--- config.mk ---
export PLATFORM = sky130hd
export DESIGN_NAME = tc2sm_serial
export DESIGN_NICKNAME = d
export VERILOG_FILES = /design/src/rtl/tc2sm_pkg.sv /design/src/rtl/tc2sm_bit_cell.sv /design/src/rtl/tc2sm_serial.sv
export SDC_FILE = /design/constraint.sdc
export NUM_CORES = 1
export LEC_CHECK = 0
export BUFFER_PORTS_ARGS = -buffer_cell sky130_fd_sc_hd__buf_2
export CAP_MARGIN = 15
export CORE_UTILIZATION = 54
export CTS_CLUSTER_SIZE = 12
export DETAILED_ROUTE_END_ITERATION = 6
export GPL_TIMING_DRIVEN = 0
export PLACE_DENSITY = 0.92
export SLEW_MARGIN = 15
export SYNTH_ARGS = -nofsm -noshare
export SYNTH_HDL_FRONTEND = slang
export SYNTH_SLANG_ARGS = --single-unit
--- constraint.sdc ---
create_clock -name clk -period 2.5 [get_ports clk]
set_input_delay 0 -clock clk [delete_from_list [all_inputs] [get_ports clk]]
set_output_delay 0 -clock clk [all_outputs]
set_load 0.01 [all_outputs]
--- src/rtl/tc2sm_pkg.sv ---
// Shared types and helpers for the bit-serial two's-complement to sign-magnitude decoder.
package tc2sm_pkg;

    typedef enum logic [1:0] {
        IDLE,
        SHIFT,
        DONE
    } tc2sm_state_t;

    // Width of a counter that must hold the values 0..width.
    function automatic int unsigned cnt_width(input int unsigned width);
        return $clog2(width + 1);
    endfunction

endpackage

--- src/rtl/tc2sm_bit_cell.sv ---
// One LSB-first step of the copy-until-first-one-then-invert negation rule.
module tc2sm_bit_cell (
    input  logic b,
    input  logic neg,
    input  logic seen_one,
    output logic r,
    output logic seen_one_next
);

    assign r             = (neg & seen_one) ? ~b : b;
    assign seen_one_next = seen_one | b;

endmodule

--- src/rtl/tc2sm_serial.sv ---
// Bit-serial two's-complement to sign-magnitude decoder with valid/ready on both sides.
// Optional build macro: TC2SM_FASTPOS_EN (non-negative words skip the serial pass).
module tc2sm_serial
    import tc2sm_pkg::*;
#(
    parameter int unsigned WIDTH = 4
) (
    input  logic             clk,
    input  logic             rst,
    input  logic             in_valid,
    output logic             in_ready,
    input  logic [WIDTH-1:0] in_data,
    output logic             out_valid,
    input  logic             out_ready,
    output logic             out_sign,
    output logic [WIDTH-2:0] out_mag,
    output logic             out_ovf,
    output logic             busy
);

    localparam int unsigned    CW   = cnt_width(WIDTH);
    localparam logic [CW-1:0]  LAST = CW'(WIDTH - 1);

    tc2sm_state_t     state, state_nxt;
    logic [WIDTH-1:0] sr;
    logic [WIDTH-1:0] result_nxt;
    logic [CW-1:0]    cnt;
    logic             neg;
    logic             seen_one;
    logic             r;
    logic             seen_one_nxt;
    logic             accept;
    logic             last_step;

    tc2sm_bit_cell u_cell (
        .b             (sr[0]),
        .neg           (neg),
        .seen_one      (seen_one),
        .r             (r),
        .seen_one_next (seen_one_nxt)
    );

    assign in_ready   = (state == IDLE) & ~rst;
    assign out_valid  = (state == DONE);
    assign busy       = (state != IDLE);
    assign accept     = in_valid & in_ready;
    assign last_step  = (state == SHIFT) && (cnt == LAST);
    assign result_nxt = {r, sr[WIDTH-1:1]};

    always_ff @(posedge clk or posedge rst) begin
        if (rst) state <= IDLE;
        else     state <= state_nxt;
    end

    always_comb begin
        state_nxt = state;
        case (state)
            IDLE: begin
                if (accept) begin
`ifdef TC2SM_FASTPOS_EN
                    state_nxt = in_data[WIDTH-1] ? SHIFT : DONE;
`else
                    state_nxt = SHIFT;
`endif
                end
            end
            SHIFT:   if (last_step) state_nxt = DONE;
            DONE:    if (out_ready) state_nxt = IDLE;
            default: state_nxt = IDLE;
        endcase
    end

    // Result bits enter at the MSB, so after WIDTH steps sr holds the full result.
    always_ff @(posedge clk or posedge rst) begin
        if (rst) begin
            sr       <= '0;
            cnt      <= '0;
            neg      <= 1'b0;
            seen_one <= 1'b0;
            out_sign <= 1'b0;
            out_mag  <= '0;
            out_ovf  <= 1'b0;
        end else begin
            if (accept) begin
                sr       <= in_data;
                neg      <= in_data[WIDTH-1];
                seen_one <= 1'b0;
                cnt      <= '0;
`ifdef TC2SM_FASTPOS_EN
                if (!in_data[WIDTH-1]) begin
                    out_sign <= 1'b0;
                    out_mag  <= in_data[WIDTH-2:0];
                    out_ovf  <= 1'b0;
                end
`endif
            end
            if (state == SHIFT) begin
                sr       <= result_nxt;
                seen_one <= seen_one_nxt;
                cnt      <= cnt + CW'(1);
                if (last_step) begin
                    out_sign <= neg;
                    out_mag  <= result_nxt[WIDTH-2:0];
                    out_ovf  <= neg & r;
                end
            end
        end
    end

endmodule

# After elaboration in Yosys (flattened, before gate mapping)
# Index checks and enable logic that the tools add are counted.
# totals
regBits,16
latch_bits,0
mem_bits_rw,0
romBits,0
input_bits,8
output_inout_bits,8
word_cells,39
memories,0
# classes
addsub,1
multipliers,0
div_mod_pow,0
order_cmp,0
eq_ne,6
n_shift,0
muxes,11
bitwise_logic,7
n_reduce_logical,6
# op_table
cell,n
two-way mux 4 bit,2
two-way mux 2 bit,3
two-way mux 3 bit,2
case mux 2 bit (3 select lines),1
AND 1 bit,4
"inequality test 2 bit, second input constant",2
nonzero test 2 bit,2
"adder 3 x 1 -> 3 bit, second input constant",1
"equality test 3 x 2 -> 1 bit, second input constant",1
two-way mux 1 bit,3
AND reduction 3 bit,1
"equality test 2 x 1 -> 1 bit, second input constant",1
"equality test 2 bit, second input constant",1
zero test 2 bit,1
"inequality test 2 x 1 -> 1 bit, second input constant",1
NOT 1 bit,2
AND reduction 2 bit,1
logical AND 1 bit,1
bitwise OR 1 bit,1

# Longest topological paths before layout
# Gate-level depths: netlist of the first run.
# depth
depth_word,5
mapped_depth,4
ltp_nobuf,4

# Modules after synthesis
# A second synthesis of the first run with hierarchy kept.
# unflattened
cells_unflattened,71
hier_area_um2,725.7
# modules_own_cells
module,n_inst,cells_per_inst,area_each_um2,seq_area_each_um2
tc2sm_serial,1,68,706.9,400.4
tc2sm_bit_cell,1,3,18.8,0.0

# Worst setup path before layout of the first run
# Ideal clock, no wire load.
# synth_timing
kind,reg-to-reg
start,reg state[1]
end,reg sr[0]
setup_ns,0.119
arrival_ns,1.332
t_required_ns,2.381
setup_slack_ns,1.050
path_stages_with_launch,5
path_buffers,1
period_less_slack_ns,1.450
cell_sequence,dfrtp_1 -> or4b_1 -> buf_6 -> o22a_1 -> o21a_1
# synth_between
elab_chain_len,4
word_cells_on_any_way,6
cone_classes,1 x eq/ne; 1 x mux; 2 x bitwise; 2 x reduce/logical
# synth_lines
item,line_no,text
from (decl),tc2sm_serial.sv:24,"tc2sm_state_t state, state_nxt;"
from (signal assigned),tc2sm_serial.sv:52,else state <= state_nxt;
zero test 2 bit,tc2sm_serial.sv:43,assign in_ready = (state == IDLE) & ~rst;
AND 1 bit,tc2sm_serial.sv:43,
AND 1 bit,tc2sm_serial.sv:46,assign accept = in_valid & in_ready;
nonzero test 2 bit (no source line),n/a,
to (signal assigned),tc2sm_serial.sv:85,sr <= in_data;
to (signal assigned),tc2sm_serial.sv:98,sr <= result_nxt;
to (decl),tc2sm_serial.sv:25,logic [WIDTH-1:0] sr;
# Parallel ways exist; a longest one is shown, timed or not.
# A chain may end at the register's enable or synchronous reset.

# Final worst setup path of the first run
# layout_timing
start,reg state[1]
end,reg sr[1]
# The elaborated chain is that of the path after synthesis.

==> impl_summary.txt, run 1 <==
----------------------------------------------------
[Timing]
  Worst setup margin ... 948 ps
  Unrepaired setup endpoints after global routing ... no
  Clk_skew ... 5.84 ps
  Slew headroom ... 0.615
  Final cycle utilization of the critical path ... 0.621
  Number of setup violations in the final report ... 0
  Worst slew pin tran ... 578 ps
  Fin. max-slew vios ... 0
  Minimum clock period ... 1550 ps
  Maximum frequency from static timing analysis ... 0.644 GHz
  Final Hold Violating Endpoints ... 0
  Summed negative setup slack over all endpoints ... 0 ps

[Place]
  Placed insts ... 92
  Placer congestion estimate ... 0.819
  Post-place setup slack ... 956 ps
  DP Wirelength ... 939 um
  IO buf count ... 15

[GRT]
  Busiest grt layer ... met2
  GRT met2 Usage ... 0.326
  Maximum number of pins on one net before global-route repair ... 17
  GR Util met3 ... 0.0523
  Remaining global-route overflow ... 0
  Global Route Usage Sum ... 0.224
  Number of global-route vias before repair ... 513
  Met1 Use GR ... 0.305
  Antenna violations before repair ... 0
  Wire length of the first global-routing pass ... 2120 um

[Pwr]
  Leakage power ... 0.431 nW
  Tot Pwr ... 1.05 mW
  Max rail drop VDD ... 0.718 mV
  PwrDens ... 1210 nW/um2

[Worst setup path]
  Critical Setup Path Class ... flip-flop to flip-flop
  Data required time of the worst path ... 2680 ps
  Data arrival time of the critical path ... 1730 ps
  CP max FO ... 10
  Sort of element at the end of the critical path ... flip-flop
  Nature of the critical path startpoint ... flip-flop

[Synth]
  Top_reg_cell synth ... sky130_fd_sc_hd__dfrtp_1
  Biggest area contributors in the synthesized netlist ... sky130_fd_sc_hd__dfrtp_1, sky130_fd_sc_hd__mux2_2, sky130_fd_sc_hd__nand2_1, sky130_fd_sc_hd__ha_1, sky130_fd_sc_hd__nand3_1
  Avg Cell Area, Syn ... 11.1 um2
  Total of flip-flops plus latches after synthesis ... 16
  Number of warning messages in the yosys log ... 0
  Cell taking the most area after synthesis ... sky130_fd_sc_hd__dfrtp_1
  Most repeated cell in the gate-level netlist after synthesis ... sky130_fd_sc_hd__dfrtp_1
  Fraction of post-synthesis cell area in the top cell type by area ... 0.570
  Portion of the post-synthesis area used by sequential elements ... 0.570
  Number of cells produced by synthesis ... 63
  Async SR Flop Fraction ... 1.00
  Post-synthesis cell type count ... 25
  Number of synthesized flops with an enable pin ... 0
  Cell Area, Synth ... 702 um2
  Top cells by instance count after synthesis ... sky130_fd_sc_hd__dfrtp_1, sky130_fd_sc_hd__nand2_1, sky130_fd_sc_hd__nand3_1
  Post-synth net total ... 73

[Final layout]
  Number of diodes added for antenna fixing ... 0
  Finished Core Util ... 0.753
  FF+latch area ... 400 um2
  Layout-stage area growth over the synthesis result ... 24.1%
  Number of standard cells in the layout, taps in and fillers out ... 100
  Share of final-layout standard cells stronger than drive strength 1 ... 0.291
  Final-layout fill cell count ... 84
  Multi-input logic area ... 275 um2
  Net total in the final layout ... 97

[Route]
  Detailed-route wire length ... 1230 um
  Routed length per instance ... 12.3 um
  Post-route DRC ... 0
  Via-to-Cell Ratio ... 5.27
  First-pass iteration count of the detailed router ... 4
  Total via count after detailed routing ... 527
  Violation count after the first detailed-route iteration ... 16
  ANT nets after route ... 0

[Clock network]
  Number of setup buffers added after CTS ... 0
  Total clock sinks ... 16
  Root buffer cell ... sky130_fd_sc_hd__clkbuf_4
  Number of buffers between clock root and the deepest sink ... 2
  TritonCTS clock tree ... built
  Clock latency on the worst-skew pair ... 290 ps
  Total of cells resized after clock tree synthesis ... 0
  Clock buffer count from CTS ... 3
  Count of hold buffers inserted by post-cts repair ... 4
  Clock-pin slew on the worst setup and hold paths ... 90 ps
  CTS H-Tree Depth ... 1

[Floorplan]
  Number of placement rows ... 12
  Die Area ... 1450 um2
  Horiz. Die Dim ... 38.1 um
  Starting utilization of the core area ... 0.607
  Number of I/O pins ... 16
  Floorplan die height ... 38.1 um
  Core footprint ... 1160 um2

[Worst hold path]
  Type of the worst min-delay path ... input port to flip-flop

[Run]
  Max Cap Violations ... 0

[Status]
  Status ... completed

----------------------------------------------------
## where the power goes
part	internal, mW	leakage, nW	total, mW	switching [mW]
combinational	0.205	0.216	0.426	0.221
sequential	0.382	0.194	0.461	0.0797
clock	0.0888	0.0210	0.167	0.0781
## metrics by stage
stage | area (um2) | hold slack, ps
after floorplan | 702 | -86.3
after global placement | 795 | 106
after detailed placement | 795 | 129
after CTS | 871 | 49.3
after global routing | 871 | 56.6
final | 871 | 53.4
## worst max-delay path: stages (launching register included)
cell	delay [ps]
sky130_fd_sc_hd__dfrtp_1	420
sky130_fd_sc_hd__or4b_1	550
sky130_fd_sc_hd__buf_6	160
sky130_fd_sc_hd__o22a_1	200
sky130_fd_sc_hd__o21a_1	110
## final timing paths
path                             from       end  slack, ps  depth (start not counted)
min                        in_data[0]     sr[0]         50                          3
min reg2reg                   out_ovf   out_ovf        490                          1
min in group asynchronous         rst  state[1]        350                          3
max reg2reg                  state[1]     sr[1]        950                          4
max in group asynchronous         rst     sr[3]       1770                          3
max                          state[1]     sr[1]        950                          4
## cell usage in the layout (no fill, tap or decap), drive strengths merged, types with 3 or more instances in the layout
| cell type | n |
|---|---|
| mux2 | 3 |
| dfrtp | 16 |
| nand2 | 8 |
| dlygate4sd3 | 4 |
| nand3 | 5 |
| o21ai | 4 |
| clkbuf | 5 |
| buf | 16 |
| inv | 3 |
| nor2 | 3 |
## cell type report
type / instances / share of cell area
sequential: 16 / 0.460
multi-input combinational: 42 / 0.316
timing repair buffer: 19 / 0.132
clock buffer: 4 / 0.0417
tap: 14 / 0.0201
buffer: 2 / 0.0172
inverter: 3 / 0.0129
## state kept, by name (all words and copies together), names as in the netlist
signal,flops
seen_one,1
sr,4
out_sign,1
out_ovf,1
state,2
cnt,3
neg,1
out_mag,3
## routing by layer
metal	vias up	wire [um]
li1	265	-
met2	15	546
met5	-	0
met1	243	605
met3	4	62
met4	0	20
## kinds of logic (layout without fill, tap and decap cells)
family,Yosys count,after routing,synth area share
AO/OA/AOI/OAI,13,13,0.128
buffers and inverters,5,28,0.0374
multiplexers,3,3,0.0481
XOR/XNOR,1,1,0.0125
adder cells (fa/ha/maj),2,2,0.0356
flip-flops,16,16,0.570
AND/OR/NAND/NOR,23,23,0.168
No activity file was read; power rests on OpenSTA's default activity.
==> inputs of run 2 (changes only) <==
--- a/config.mk
+++ b/config.mk
@@ -7,11 +7,11 @@
 export LEC_CHECK = 0
 export BUFFER_PORTS_ARGS = -buffer_cell sky130_fd_sc_hd__buf_2
 export CAP_MARGIN = 15
-export CORE_UTILIZATION = 54
+export CORE_UTILIZATION = 50
 export CTS_CLUSTER_SIZE = 12
 export DETAILED_ROUTE_END_ITERATION = 6
 export GPL_TIMING_DRIVEN = 0
-export PLACE_DENSITY = 0.92
+export PLACE_DENSITY = 0.87
 export SLEW_MARGIN = 15
 export SYNTH_ARGS = -nofsm -noshare
 export SYNTH_HDL_FRONTEND = slang
==> constraint.sdc (replaced) <==
create_clock -name clk -period 1.45 [get_ports clk]
set_input_delay 0 -clock clk [delete_from_list [all_inputs] [get_ports clk]]
set_output_delay 0 -clock clk [all_outputs]
set_load 0.01 [all_outputs]
==> impl_summary.txt, run 2 (synthesis gave the netlist of run 1 again) <==
----------------------------------------------------
[Worst setup path]
  Depth of the most critical reg-to-reg path ... 4 (unchanged)
  Cell count along the critical path ... 4 (unchanged)
  Critical Setup Path Class ... flip-flop to flip-flop
  Buffering stage count on the worst path with inverters included ... 1 (unchanged)
  Endpoint of the most critical register-to-register path ... sr[1]
  Cell family with the largest share of critical-path delay ... simple AND/OR/NAND/NOR gates
  Nature of the critical path startpoint ... flip-flop
  CP max FO ... 5 (-5)
  CP max-delay cell ... sky130_fd_sc_hd__or4b_4
  Worst reg2reg path startpoint ... state[0]
  Cell chain of the critical path ... or4b_4 > buf_6 > o22a_1 > o21a_1
  CP Launch Point ... state[0]
  Data arrival time of the critical path ... 1650 ps (-80 ps)
  Data required time of the worst path ... 1630 ps (-1050 ps)
  Slack of the worst reg-to-reg path ... -20 ps (-970 ps)
  Sort of element at the end of the critical path ... flip-flop
  Stage delay of the slowest cell on the critical path ... 530 ps (-20 ps)

[GRT]
  GRT met2 Usage ... 0.361 (+0.0344)
  GR Util met3 ... 0.0511 (-0.00119)
  Remaining global-route overflow ... 0 (unchanged)
  Maximum number of pins on one net before global-route repair ... 17 (unchanged)
  Antenna violations before repair ... 0 (unchanged)
  Busiest grt layer ... met2
  Number of global-route vias before repair ... 510 (-0.58%)
  Global Route Usage Sum ... 0.218 (-0.00642)
  Wire length of the first global-routing pass ... 2170 um (+2.3%)
  Met1 Use GR ... 0.263 (-0.0423)

[Floorplan]
  Number of I/O pins ... 16 (unchanged)
  Starting utilization of the core area ... 0.539 (-0.0677)
  Floorplan die height ... 39.5 um (+3.7%)
  Core footprint ... 1300 um2 (+13%)
  Horiz. Die Dim ... 39.5 um (+3.7%)
  Number of placement rows ... 13 (+1)
  Die Area ... 1560 um2 (+7.5%)

[Pwr]
  Net switching fraction of the power ... 0.371 (+0.0118)
  PwrDens ... 2070 nW/um2 (+71%)
  Internal Power ... 1.16 mW (+72%)
  Leakage power ... 0.442 nW (+2.5%)
  Part of the power in the clock network ... 0.121 (-0.037)
  Comb pwr share ... 0.458 (+0.054)
  Share of power burned in registers ... 0.421 (-0.016)
  Net switching power ... 0.686 mW (+81%)
  Max rail drop VDD ... 1.37 mV (+91%)

[Final layout]
  Registers with the highest flip-flop counts ... sr (4), cnt (3), out_mag (3)
  Max reg flops ... 4 (unchanged)
  Net total in the final layout ... 100 (+3.1%)
  Final-layout fill cell count ... 101 (+20%)
  Share of final-layout standard cells stronger than drive strength 1 ... 0.375 (+0.0843)
  Highest-count cells in the layout ignoring fill and taps ... sky130_fd_sc_hd__buf_2, sky130_fd_sc_hd__dfrtp_1, sky130_fd_sc_hd__nand2_1
  Layout-stage area growth over the synthesis result ... 27.1%
  Number of diodes added for antenna fixing ... 0 (unchanged)
  Finished Core Util ... 0.686 (-0.0677)
  Largest register by flop count ... sr

[Route]
  Via-to-Cell Ratio ... 5.25 (-0.33%)
  Total via count after detailed routing ... 541 (+2.7%)
  ANT nets after route ... 0 (unchanged)
  Detailed-route wire length ... 1440 um (+17%)
  First-pass iteration count of the detailed router ... 4 (unchanged)
  Post-route DRC ... 0 (unchanged)
  Routed length per instance ... 14.0 um (+13%)
  Violation count after the first detailed-route iteration ... 18 (+2)

[Clock network]
  Clock-pin slew on the worst setup and hold paths ... 90 ps (about the same)
  Number of buffers between clock root and the deepest sink ... 2 (unchanged)
  Clock latency on the worst-skew pair ... 280 ps (about the same)
  Clock buffer count from CTS ... 3 (unchanged)
  Root buffer cell ... sky130_fd_sc_hd__clkbuf_4
  TritonCTS clock tree ... built
  CTS H-Tree Depth ... 1 (unchanged)
  Total clock sinks ... 16 (unchanged)

[Worst hold path]
  Type of the worst min-delay path ... input port to flip-flop
  Instance count along the most critical hold path ... 3 (unchanged)
  Startpoint of the worst hold path ... in_data[2]
  Hold-critical path endpoint ... sr[2]

[Status]
  Violated checks ... negative setup slack
  Status ... complete, but fails checks

[Timing]
  Number of setup violations in the final report ... 2 (+2)
  Minimum clock period ... 1470 ps (-84.7 ps)
  Clk_skew ... 4.79 ps (-1.05 ps)
  Final Hold Violating Endpoints ... 0 (unchanged)
  Final cycle utilization of the critical path ... 1.01 (+0.391)
  Worst setup margin ... -17.3 ps (-965 ps)
  Worst hold slack after final layout ... 25.3 ps (-28.0 ps)
  Fin. max-slew vios ... 0 (unchanged)
  Slew headroom ... 0.612 (-0.00213)
  Worst slew pin tran ... 581 ps (+3.19 ps)
  Unrepaired setup endpoints after global routing ... yes
  Maximum frequency from static timing analysis ... 0.682 GHz (+5.8%)

[Place]
  Post-place setup slack ... -58.9 ps (-1010 ps)
  IO buf count ... 15 (unchanged)
  Placer congestion estimate ... 0.779 (-5.0%)
  DP Wirelength ... 903 um (-3.8%)

[Run]
  Max Cap Violations ... 0 (unchanged)

----------------------------------------------------
## run 2: changes by cell type in the layout (fill, tap and decap cells not counted), sizes merged
| cell | change |
|---|---|
| dlygate4sd3 | -1 |
| buf | +4 |
| clkbuf | -1 |
## run 2: layout make-up
type | instances | area, um2 | share of cell area
flip-flops and latches | 16 | 400 | 0.449
clock buffers | 3 | 22.5 | 0.0252
well taps | 15 | 18.8 | 0.0210
plain buffers | 2 | 16.3 | 0.0182
multi-input cells | 42 | 290 | 0.325
repair buffers | 22 | 133 | 0.149
inverters | 3 | 11.3 | 0.0126
## run 2: how the worst max path moves through the flow
stage,endpoint,slack [ps]
after global routing,sr[0],-40
after detailed placement,sr[1],-60
after global placement,sr[1],-40
after floorplan,sr[0],9
final,sr[1],-20
after CTS,sr[1],-4
## run 2: worst min-delay path: cells and delay by family
family,cells,cell delay (ps)
AND/OR/NAND/NOR,1,110
AO/OA/AOI/OAI,1,80
buffers and inverters,1,80
## run 2: timing repair
item	CTS	global route
pin swaps	0	1
hold buffers	3	0
gates cloned	0	1
gates resized for setup	1	5
endpoints found under the setup margin	7	8
hold endpoints to repair	19	0
setup buffers	2	1
## run 2: power by group through the flow
stage          clock [mW]  combinational, mW  sequential [mW]
6_report            0.224              0.848            0.778
5_1_grt             0.246              0.934            0.803
2_1_floorplan           0              0.509            0.806
3_5_place_dp            0              0.735            0.800
3_3_place_gp            0              0.706            0.792
4_1_cts             0.229              0.799            0.772
## run 2: routing by layer
metal	vias up	wire, um
li1	269	-
met1	257	658
met2	11	720
met3	4	38
met4	0	21
met5	-	0
## run 2: through the flow
stage | area [um2] | cells | total power [mW] | setup TNS (ps)
finish | 892 | 103 | 1.85 | -28.6
global route | 892 | 103 | 1.98 | -89.4
detailed placement | 796 | 93 | 1.53 | -172
CTS | 866 | 101 | 1.80 | -4.27
floorplan | 702 | 63 | 1.31 | 0
global placement | 796 | 93 | 1.50 | -144
